`config.mk`:
```
export PLATFORM = sky130hd
export DESIGN_NAME = uart_tx_scheduler
export DESIGN_NICKNAME = d
export VERILOG_FILES = /design/src/rtl/uart_tx_scheduler.sv
export SDC_FILE = /design/constraint.sdc
export NUM_CORES = 1
export LEC_CHECK = 0
export ABC_AREA = 1
export CAP_MARGIN = 40
export CORE_MARGIN = 5
export CORE_UTILIZATION = 45
export CTS_CLUSTER_SIZE = 20
export DETAILED_ROUTE_END_ITERATION = 8
export PLACE_DENSITY_LB_ADDON = 0.3
export SETUP_SLACK_MARGIN = 0.2
export SLEW_MARGIN = 20
export SYNTH_ARGS = -nofsm -noshare
export SYNTH_HDL_FRONTEND = slang
export SYNTH_SLANG_ARGS = --single-unit
```
`constraint.sdc`:
```
create_clock -name clock -period 3.6 [get_ports clock]
set_input_delay 0.72 -clock clock [delete_from_list [all_inputs] [get_ports clock]]
set_output_delay 0.72 -clock clock [all_outputs]
set_load 0.01 [all_outputs]
```
`src/rtl/uart_tx_scheduler.sv`:
```
// Transmit-side sequencer for the buffered UART: pops bytes from the TX fifo,
// hands them to the transmitter with a start/busy handshake, and supports a fifo flush.
module uart_tx_scheduler #(
  parameter int unsigned DATA_WIDTH  = 8,
  parameter int unsigned GAP_CYCLES  = 0,
  parameter int unsigned COUNT_WIDTH = 16
) (
  input  logic                   clock,
  input  logic                   reset,
  input  logic                   enable,
  input  logic                   flush,
  input  logic                   fifo_empty,
  input  logic [DATA_WIDTH-1:0]  fifo_data,
  output logic                   fifo_pop,
  input  logic                   tx_busy,
  output logic                   tx_start,
  output logic [DATA_WIDTH-1:0]  tx_data,
  output logic [COUNT_WIDTH-1:0] tx_count,
  output logic                   active,
  output logic                   flush_done
);

  // The gap counter loads GAP_CYCLES-1 and counts down to zero.
  localparam int unsigned GapWidth = (GAP_CYCLES > 1) ? $clog2(GAP_CYCLES) : 1;
  localparam logic [GapWidth-1:0] GapLoad =
      GapWidth'((GAP_CYCLES > 0) ? (GAP_CYCLES - 1) : 0);

  typedef enum logic [2:0] {
    StIdle,
    StPop,
    StCapture,
    StStart,
    StWaitHi,
    StWaitLo,
    StGap,
    StFlush
  } state_e;

  state_e                state_q;
  logic                  flush_pending_q;
  logic [GapWidth-1:0]   gap_cnt_q;

  assign active   = (state_q != StIdle);
  // While flushing, pop combinationally so the fifo drains one entry per cycle.
  assign fifo_pop = (state_q == StPop) || ((state_q == StFlush) && !fifo_empty);

  always_ff @(posedge clock) begin
    if (reset) begin
      state_q         <= StIdle;
      flush_pending_q <= 1'b0;
      gap_cnt_q       <= '0;
      tx_start        <= 1'b0;
      tx_data         <= '0;
      tx_count        <= '0;
      flush_done      <= 1'b0;
    end else begin
      tx_start   <= 1'b0;
      flush_done <= 1'b0;
      if (flush) begin
        flush_pending_q <= 1'b1;
      end

      unique case (state_q)
        StIdle: begin
          if (flush_pending_q) begin
            // A flush arriving in the same cycle stays latched for a further pass.
            state_q         <= StFlush;
            flush_pending_q <= flush;
          end else if (enable && !fifo_empty && !tx_busy) begin
            state_q <= StPop;
          end
        end
        StPop: begin
          state_q <= StCapture;
        end
        StCapture: begin
          tx_data  <= fifo_data;
          tx_start <= 1'b1;
          state_q  <= StStart;
        end
        StStart: begin
          tx_count <= tx_count + 1'b1;
          state_q  <= StWaitHi;
        end
        StWaitHi: begin
          if (tx_busy) begin
            state_q <= StWaitLo;
          end
        end
        StWaitLo: begin
          if (!tx_busy) begin
            if (GAP_CYCLES > 0) begin
              gap_cnt_q <= GapLoad;
              state_q   <= StGap;
            end else begin
              state_q <= StIdle;
            end
          end
        end
        StGap: begin
          if (gap_cnt_q == '0) begin
            state_q <= StIdle;
          end else begin
            gap_cnt_q <= gap_cnt_q - 1'b1;
          end
        end
        StFlush: begin
          if (fifo_empty) begin
            flush_done <= 1'b1;
            state_q    <= StIdle;
          end
        end
        default: begin
          state_q <= StIdle;
        end
      endcase
    end
  end

endmodule

```
==> impl_results.html, run 1 <==
<table>
<tr><th>Metric</th><th>Value</th></tr>
<tr><th colspan="2">Clocking</th></tr>
<tr><td>TritonCTS Buffers</td><td>5</td></tr>
<tr><td>Number of buffers added for setup after CTS</td><td>0</td></tr>
<tr><td>Clock-pin slew on the worst setup and hold paths</td><td>0.08 ns</td></tr>
<tr><td>Cell at the root of the clock tree</td><td>clkbuf_4</td></tr>
<tr><td>Clock Latency Late Sink</td><td>0.34 ns</td></tr>
<tr><td>Max Buffers Root-to-Sink</td><td>2</td></tr>
<tr><td>Clock tree from TritonCTS</td><td>built</td></tr>
<tr><td>Sinks on Clock Net</td><td>30</td></tr>
<tr><td>Count of cells resized by post-cts repair</td><td>0</td></tr>
<tr><td>Cts hold-fix bufs</td><td>0</td></tr>
<tr><td>Level count of the clock H-tree</td><td>2</td></tr>
<tr><th colspan="2">GRT</th></tr>
<tr><td>Wire length of the first global-routing pass</td><td>5375 microns</td></tr>
<tr><td>Number of antenna violations at the first check in global routing</td><td>0</td></tr>
<tr><td>Remaining global-route overflow</td><td>0</td></tr>
<tr><td>Overall global routing resource usage</td><td>16.33%</td></tr>
<tr><td>Vias in the first global route</td><td>1255</td></tr>
<tr><td>Pin count of the biggest net entering global routing</td><td>25</td></tr>
<tr><th colspan="2">Hold path</th></tr>
<tr><td>Path category of the worst min-delay check</td><td>reg -&gt; reg</td></tr>
<tr><th colspan="2">Die</th></tr>
<tr><td>Initial Utilization</td><td>47.68%</td></tr>
<tr><td>Die Area</td><td>4163 sq um</td></tr>
<tr><td>Core outline area</td><td>2805 sq um</td></tr>
<tr><td>Width of the chip</td><td>64.52 microns</td></tr>
<tr><td>Height of the chip</td><td>64.52 microns</td></tr>
<tr><td>I/O pin cnt</td><td>42</td></tr>
<tr><td>Cell Rows</td><td>19</td></tr>
<tr><th colspan="2">Finish</th></tr>
<tr><td>Fraction of layout cells with a size suffix above 1</td><td>5.021%</td></tr>
<tr><td>Total Nets Final</td><td>253</td></tr>
<tr><td>Combined area of the multi-input logic cells</td><td>626.9 sq um</td></tr>
<tr><td>Layout Area Growth over Synthesis</td><td>37.42%</td></tr>
<tr><td>Commonest cells after routing, fill and taps aside</td><td>clkdlybuf4s50_1, nor2_1, nand2_1</td></tr>
<tr><td>Number of diodes added for antenna fixing</td><td>0</td></tr>
<tr><td>Layout Cells excl Fill</td><td>270</td></tr>
<tr><td>Fillers</td><td>266</td></tr>
<tr><td>Commonest non-fill, non-tap cell in the layout</td><td>clkdlybuf4s50_1</td></tr>
<tr><td>Flip-flop and latch area</td><td>600.6 sq um</td></tr>
<tr><td>End-of-flow core utilization</td><td>65.52%</td></tr>
<tr><th colspan="2">Pwr</th></tr>
<tr><td>Max VDD drop</td><td>0.2691 mV</td></tr>
<tr><td>Power, Total</td><td>993.5 uW</td></tr>
<tr><td>PD cells</td><td>540.6 nW/um^2</td></tr>
<tr><td>Leakage power figure</td><td>0.7590 nW</td></tr>
<tr><th colspan="2">Timing</th></tr>
<tr><td>Upper clock frequency limit</td><td>364.9 MHz</td></tr>
<tr><td>Number of hold-slack violations in the final timing report</td><td>0</td></tr>
<tr><td>Unrepaired setup endpoints after global routing</td><td>no</td></tr>
<tr><td>Final setup violation count</td><td>0</td></tr>
<tr><td>Count of pins over their slew limit</td><td>0</td></tr>
<tr><td>Tightest Pin Transition</td><td>0.6298 ns</td></tr>
<tr><td>Rel. slew slack</td><td>57.97%</td></tr>
<tr><td>Worst Skew</td><td>0.01209 ns</td></tr>
<tr><td>Clock period minus final worst setup slack</td><td>2.741 ns</td></tr>
<tr><td>Crit path setup slack, layout</td><td>0.8594 ns</td></tr>
<tr><td>Final setup TNS</td><td>0 ns</td></tr>
<tr><td>Share of the clock period used by the worst path after layout</td><td>76.13%</td></tr>
<tr><th colspan="2">Drt</th></tr>
<tr><td>Detail-routed via count per cell</td><td>4.911</td></tr>
<tr><td>Number of nets still failing antenna checks after routing</td><td>0</td></tr>
<tr><td>DR vias</td><td>1326</td></tr>
<tr><td>Count of unresolved DRC violations after routing</td><td>0</td></tr>
<tr><td>Number of iterations in the first detailed-routing pass</td><td>4</td></tr>
<tr><td>First DRT Iteration DRCs</td><td>55</td></tr>
<tr><td>Final wirelength</td><td>3029 microns</td></tr>
<tr><td>Detailed-route wire length per cell</td><td>11.22 microns</td></tr>
<tr><th colspan="2">Placement</th></tr>
<tr><td>Dpl ws</td><td>0.8486 ns</td></tr>
<tr><td>I/O Buffers</td><td>41</td></tr>
<tr><td>Final estimated routing congestion in global placement</td><td>0.7842</td></tr>
<tr><td>Number of placed cells counting well taps</td><td>262</td></tr>
<tr><td>Detailed placer's ending HPWL</td><td>2259 microns</td></tr>
<tr><th colspan="2">Synthesis</th></tr>
<tr><td>Post-synthesis cell count</td><td>192</td></tr>
<tr><td>Fraction of synthesis flops using an asynchronous set or reset pin</td><td>0%</td></tr>
<tr><td>Fraction of synthesized cell area taken by the top area cell type</td><td>44.90%</td></tr>
<tr><td>Synthesized area divided by synthesized cell count</td><td>6.966 sq um</td></tr>
<tr><td>Main synth FF type</td><td>dfxtp_1</td></tr>
<tr><td>Area of the mapped netlist</td><td>1338 sq um</td></tr>
<tr><td>Sequential element share of the synthesized area</td><td>44.90%</td></tr>
<tr><td>Post-synth cell types</td><td>20</td></tr>
<tr><td>Synth top area cells</td><td>dfxtp_1, nor2_1, nand2_1</td></tr>
<tr><td>Post-synth EDFFs</td><td>0</td></tr>
<tr><td>Number of nets produced by synthesis</td><td>207</td></tr>
<tr><td>Top cell type by total area after synthesis</td><td>dfxtp_1</td></tr>
<tr><td>Register bit count reported by yosys</td><td>30</td></tr>
<tr><td>Number of warning messages in the yosys log</td><td>0</td></tr>
<tr><th colspan="2">Job</th></tr>
<tr><td>Max-Cap Viols</td><td>0</td></tr>
<tr><th colspan="2">Outcome</th></tr>
<tr><td>Run status</td><td>completed</td></tr>
<tr><th colspan="2">Worst setup path</th></tr>
<tr><td>Arr. time, crit path</td><td>2.02 ns</td></tr>
<tr><td>Nature of the critical path startpoint</td><td>primary input</td></tr>
<tr><td>Setup Crit Path Kind</td><td>in -&gt; out</td></tr>
<tr><td>Required time at the worst-slack endpoint</td><td>2.88 ns</td></tr>
<tr><td>Peak fanout along the critical path</td><td>3</td></tr>
<tr><td>Critical path endpoint category</td><td>output port</td></tr>
</table>
per-layer routing:
| layer | share of wire (%) | routed length [microns] | vias to the layer above | GRT usage (%) |
|---|---|---|---|---|
| li1 | - | - | 709 | - |
| met1 | 49 | 1480 | 570 | 20.49 |
| met2 | 42 | 1283 | 37 | 25.00 |
| met3 | 5.8 | 177 | 10 | 5.009 |
| met4 | 2.9 | 87 | 0 | 8.971 |
| met5 | 0 | 0 | - | 0 |
power breakdown:
group | switching (mW) | internal (mW)
sequential | 0.0549 | 0.389
clock | 0.117 | 0.0945
combinational | 0.171 | 0.167
cells by family (layout without fill, tap and decap cells):
kind of cell	after synthesis	count (layout)	share of synthesized area, %
flip-flops	30	30	44.90
buffers and inverters	29	76	8.232
XOR/XNOR	1	1	0.6549
AO/OA/AOI/OAI	32	32	12.35
AND/OR/NAND/NOR	99	99	32.93
adder cells (fa/ha/maj)	1	1	0.9353
flip-flops by register name, summed over array words and instances (netlist names):
| name | count |
|---|---|
| flush_pending_q | 1 |
| tx_start | 1 |
| state_q | 3 |
| flush_done | 1 |
| tx_count | 16 |
| tx_data | 8 |
critical path: stages:
cell and delay (ns):
clkdlybuf4s50_1 0.40, inv_1 0.10, nand4_1 0.14, o21ai_0 0.11, clkdlybuf4s50_1 0.55
cell type report:
| cell class | count | share of cell area, % |
|---|---|---|
| Multi-Input combinational cell | 133 | 34.10 |
| Clock inverter | 1 | 0.2723 |
| Sequential cell | 30 | 32.68 |
| Timing Repair Buffer | 41 | 22.33 |
| Clock buffer | 7 | 2.995 |
| Tap cell | 31 | 2.110 |
| Inverter | 27 | 5.514 |
Yosys cell counts, types with 3 or more instances:
cell	number
nor2_1	40
nand2_1	35
dfxtp_1	30
inv_1	27
o21ai_0	19
a21oi_1	11
nand3_1	11
nand4_1	5
nor2_4	3
through the flow:
step,hold slack [ns],instance area (sq um)
2_1_floorplan,0.4785,1338
3_3_place_gp,0.4607,1778
3_5_place_dp,0.4741,1778
4_1_cts,0.4932,1838
5_1_grt,0.5324,1838
6_report,0.4888,1838
path summary, 6_finish.rpt:
| path | start | end | cells after the start | slack, ns |
|---|---|---|---|---|
| worst max-delay path | fifo_empty | fifo_pop | 5 | 0.86 |
| worst min-delay path | tx_data[2] | tx_data[2] | 2 | 0.49 |
| worst max register to register | state_q[2] | tx_count[8] | 6 | 2.16 |
| worst min register to register | tx_data[2] | tx_data[2] | 2 | 0.49 |
(Power assumes the default switching activity.)
==> run 2, diff against run 1 <==
--- a/config.mk
+++ b/config.mk
@@ -8,7 +8,7 @@
 export ABC_AREA = 1
 export CAP_MARGIN = 40
 export CORE_MARGIN = 5
-export CORE_UTILIZATION = 45
+export CORE_UTILIZATION = 41
 export CTS_CLUSTER_SIZE = 20
 export DETAILED_ROUTE_END_ITERATION = 8
 export PLACE_DENSITY_LB_ADDON = 0.3
==> constraint.sdc (replaced) <==
create_clock -name clock -period 2.3 [get_ports clock]
set_input_delay 0.46 -clock clock [delete_from_list [all_inputs] [get_ports clock]]
set_output_delay 0.46 -clock clock [all_outputs]
set_load 0.01 [all_outputs]
==> run 2 against run 1 <==
Effect of this change: wire length down 2.1%; core utilization is 5.0 points lower; largest cell class unchanged; via count decreased by 0.23%; clock-buffer cell count unchanged; critical path depth is 2 lower; critical endpoint is now active; largest power group unchanged; cell area is 2.1% higher.
==> impl_results.html, run 2 (synthesized netlist as in run 1, its figures left out) <==
<table>
<tr><th>Metric</th><th>Value</th></tr>
<tr><th colspan="2">Pwr</th></tr>
<tr><td>Internal power consumption</td><td>1.017 mW (+56%)</td></tr>
<tr><td>Power spent charging and discharging nets</td><td>528.2 uW (+54%)</td></tr>
<tr><td>Leakage power figure</td><td>0.7773 nW (+2.4%)</td></tr>
<tr><td>Power, Total</td><td>1.545 mW (+56%)</td></tr>
<tr><td>Logic pwr share</td><td>34.1% (about the same)</td></tr>
<tr><td>Clock network power share</td><td>21.0% (-0.3 points)</td></tr>
<tr><td>Sw frac</td><td>34.18% (-0.37 points)</td></tr>
<tr><td>PD cells</td><td>823.5 nW/um^2 (+52%)</td></tr>
<tr><td>Part of the total power dissipated in sequential elements</td><td>44.9% (+0.2 points)</td></tr>
<tr><td>Max VDD drop</td><td>0.4295 mV (+60%)</td></tr>
<tr><th colspan="2">Clocking</th></tr>
<tr><td>Cell at the root of the clock tree</td><td>clkbuf_4</td></tr>
<tr><td>Level count of the clock H-tree</td><td>2 (unchanged)</td></tr>
<tr><td>Max Buffers Root-to-Sink</td><td>2 (unchanged)</td></tr>
<tr><td>Cts hold-fix bufs</td><td>0 (unchanged)</td></tr>
<tr><td>Sinks on Clock Net</td><td>30 (unchanged)</td></tr>
<tr><td>Clock Latency Late Sink</td><td>0.33 ns (about the same)</td></tr>
<tr><td>Clock-pin slew on the worst setup and hold paths</td><td>0.09 ns (about the same)</td></tr>
<tr><td>Clock tree from TritonCTS</td><td>built</td></tr>
<tr><td>TritonCTS Buffers</td><td>5 (unchanged)</td></tr>
<tr><th colspan="2">Drt</th></tr>
<tr><td>Number of nets still failing antenna checks after routing</td><td>0 (unchanged)</td></tr>
<tr><td>Count of unresolved DRC violations after routing</td><td>0 (unchanged)</td></tr>
<tr><td>First DRT Iteration DRCs</td><td>72 (+31%)</td></tr>
<tr><td>DR vias</td><td>1323 (-0.23%)</td></tr>
<tr><td>Detail-routed via count per cell</td><td>4.626 (-5.8%)</td></tr>
<tr><td>Detailed-route wire length per cell</td><td>10.37 microns (-7.6%)</td></tr>
<tr><td>Final wirelength</td><td>2965 microns (-2.1%)</td></tr>
<tr><td>Number of iterations in the first detailed-routing pass</td><td>4 (unchanged)</td></tr>
<tr><th colspan="2">Worst setup path</th></tr>
<tr><td>Nature of the critical path startpoint</td><td>flop</td></tr>
<tr><td>Required time at the worst-slack endpoint</td><td>1.84 ns (-1.04 ns)</td></tr>
<tr><td>Arr. time, crit path</td><td>1.54 ns (-0.48 ns)</td></tr>
<tr><td>Gate family responsible for the most delay along the worst path</td><td>buffers and inverters</td></tr>
<tr><td>Cell type of the slowest stage on the worst timing path</td><td>clkdlybuf4s50_1</td></tr>
<tr><td>Setup Crit Path Kind</td><td>reg -&gt; out</td></tr>
<tr><td>CP max stage delay</td><td>0.53 ns (-0.02 ns)</td></tr>
<tr><td>CP cell instances</td><td>nor2_1 &gt; nand2_1 &gt; clkdlybuf4s50_1</td></tr>
<tr><td>Worst R2R End</td><td>tx_count[9]</td></tr>
<tr><td>Register-to-register path setup slack</td><td>0.91 ns (-1.25 ns)</td></tr>
<tr><td>R2R depth</td><td>7 (+1)</td></tr>
<tr><td>Critical path endpoint category</td><td>output port</td></tr>
<tr><td>Peak fanout along the critical path</td><td>7 (+4)</td></tr>
<tr><td>RR Startpoint</td><td>state_q[0]</td></tr>
<tr><td>Number of buffer and inverter stages on the critical path</td><td>1 (-2)</td></tr>
<tr><th colspan="2">Hold path</th></tr>
<tr><td>Min-Delay Endpoint</td><td>tx_data[1]</td></tr>
<tr><td>Path category of the worst min-delay check</td><td>reg -&gt; reg</td></tr>
<tr><td>Hold Path Cell Cnt</td><td>2 (unchanged)</td></tr>
<tr><td>Hold path startpoint</td><td>tx_data[1]</td></tr>
<tr><th colspan="2">Timing</th></tr>
<tr><td>Clock period minus final worst setup slack</td><td>2.005 ns</td></tr>
<tr><td>Final setup violation count</td><td>0 (unchanged)</td></tr>
<tr><td>Crit path setup slack, layout</td><td>0.2954 ns (-0.5640 ns)</td></tr>
<tr><td>Unrepaired setup endpoints after global routing</td><td>no</td></tr>
<tr><td>Share of the clock period used by the worst path after layout</td><td>87.15%</td></tr>
<tr><td>Final setup TNS</td><td>0 ns (unchanged)</td></tr>
<tr><td>Tightest Pin Transition</td><td>0.3149 ns (-0.3149 ns)</td></tr>
<tr><td>Count of pins over their slew limit</td><td>0 (unchanged)</td></tr>
<tr><td>Number of hold-slack violations in the final timing report</td><td>0 (unchanged)</td></tr>
<tr><td>Worst Skew</td><td>0.006726 ns (-0.005361 ns)</td></tr>
<tr><td>Rel. slew slack</td><td>78.94% (+21 points)</td></tr>
<tr><td>Upper clock frequency limit</td><td>498.9 MHz</td></tr>
<tr><th colspan="2">Finish</th></tr>
<tr><td>Number of flip-flops under the largest register name</td><td>16 (unchanged)</td></tr>
<tr><td>Registers with the highest flip-flop counts</td><td>tx_count: 16 flops, tx_data: 8 flops, state_q: 3 flops</td></tr>
<tr><td>Total Nets Final</td><td>256 (+1.2%)</td></tr>
<tr><td>Combined area of the multi-input logic cells</td><td>626.9 sq um (unchanged)</td></tr>
<tr><td>Commonest cells after routing, fill and taps aside</td><td>nor2_1, clkdlybuf4s50_1, nand2_1</td></tr>
<tr><td>Fillers</td><td>309 (+16%)</td></tr>
<tr><td>Flip-flop and latch area</td><td>601.8 sq um (+0.21%)</td></tr>
<tr><td>Top register by number of flip-flops</td><td>tx_count</td></tr>
<tr><td>Number of diodes added for antenna fixing</td><td>0 (unchanged)</td></tr>
<tr><td>Layout Area Growth over Synthesis</td><td>40.32%</td></tr>
<tr><td>Fraction of layout cells with a size suffix above 1</td><td>6.612% (+1.6 points)</td></tr>
<tr><th colspan="2">GRT</th></tr>
<tr><td>Vias in the first global route</td><td>1215 (-3.2%)</td></tr>
<tr><td>Wire length of the first global-routing pass</td><td>5078 microns (-5.5%)</td></tr>
<tr><td>Pin count of the biggest net entering global routing</td><td>11 (-56%)</td></tr>
<tr><td>Overall global routing resource usage</td><td>15.11% (-1.2 points)</td></tr>
<tr><td>Remaining global-route overflow</td><td>0 (unchanged)</td></tr>
<tr><td>Number of antenna violations at the first check in global routing</td><td>0 (unchanged)</td></tr>
<tr><th colspan="2">Placement</th></tr>
<tr><td>Dpl ws</td><td>0.1112 ns (-0.7375 ns)</td></tr>
<tr><td>Detailed placer's ending HPWL</td><td>2215 microns (-1.9%)</td></tr>
<tr><td>Final estimated routing congestion in global placement</td><td>0.7652 (-2.4%)</td></tr>
<tr><td>I/O Buffers</td><td>41 (unchanged)</td></tr>
<tr><th colspan="2">Die</th></tr>
<tr><td>Initial Utilization</td><td>43.10% (-4.6 points)</td></tr>
<tr><td>Core outline area</td><td>3103 sq um (+11%)</td></tr>
<tr><td>Die Area</td><td>4504 sq um (+8.2%)</td></tr>
<tr><td>I/O pin cnt</td><td>42 (unchanged)</td></tr>
<tr><td>Height of the chip</td><td>67.12 microns (+4.0%)</td></tr>
<tr><td>Cell Rows</td><td>20 (+1)</td></tr>
<tr><td>Width of the chip</td><td>67.12 microns (+4.0%)</td></tr>
<tr><th colspan="2">Outcome</th></tr>
<tr><td>Run status</td><td>completed</td></tr>
<tr><th colspan="2">Job</th></tr>
<tr><td>Max-Cap Viols</td><td>0 (unchanged)</td></tr>
</table>
-- run 2: timing repair --
item | 4_1_cts | 5_1_grt
endpoints found under the setup margin | 1 | 1
resized for setup | 1 | 1
buffers inserted | 0 | 0
-- run 2: worst max path at each step --
stage | to | slack (ns) | start | depth (start not counted)
2_1_floorplan | tx_count[8] | 1.01 | tx_count[0] | 6
3_3_place_gp | fifo_pop | 0.12 | fifo_empty | 5
3_5_place_dp | fifo_pop | 0.11 | fifo_empty | 5
4_1_cts | active | 0.21 | state_q[2] | 3
5_1_grt | active | 0.21 | state_q[0] | 3
6_report | active | 0.30 | state_q[0] | 3
-- run 2: metal layers --
| metal | share of wire [%] | global-route usage [%] | wire length (microns) | vias to the layer above |
|---|---|---|---|---|
| met1 | 52 | 18.85 | 1548 | 576 |
| met2 | 40 | 22.70 | 1176 | 34 |
| met4 | 1.6 | 7.595 | 47 | 0 |
| met5 | 0 | 0 | 0 | - |
| li1 | - | - | - | 708 |
| met3 | 6.5 | 5.565 | 192 | 5 |
-- run 2: final cells by class --
type / instances / share of cell area, %
Timing Repair Buffer: 44 / 23.00
Multi-Input combinational cell: 133 / 33.40
Inverter: 27 / 5.400
Clock buffer: 7 / 2.933
Sequential cell: 30 / 32.07
Tap cell: 44 / 2.933
Clock inverter: 1 / 0.2667
-- run 2: tightest hold or removal path, stage by stage (launching register included) --
cell and delay, ns:
dfxtp_1 0.33, nor2_1 0.05, nor2_1 0.08
-- run 2: power groups by stage --
| stage | registers (mW) | clock network [mW] | logic, mW |
|---|---|---|---|
| 3_5_place_dp | 0.704 | 0 | 0.537 |
| 2_1_floorplan | 0.723 | 0 | 0.269 |
| 5_1_grt | 0.709 | 0.363 | 0.596 |
| 4_1_cts | 0.692 | 0.339 | 0.532 |
| 3_3_place_gp | 0.702 | 0 | 0.538 |
| 6_report | 0.694 | 0.324 | 0.527 |
-- run 2: per-stage QoR --
step	area (sq um)	utilization [%]	cells	hold WS [ns]
after global placement	1817	58.55	278	0.4612
final	1877	60.48	286	0.4836
after detailed placement	1817	58.55	278	0.4695
after global routing	1877	60.48	286	0.5105
after CTS	1876	60.44	286	0.4923
after floorplan	1338	-	192	0.4785
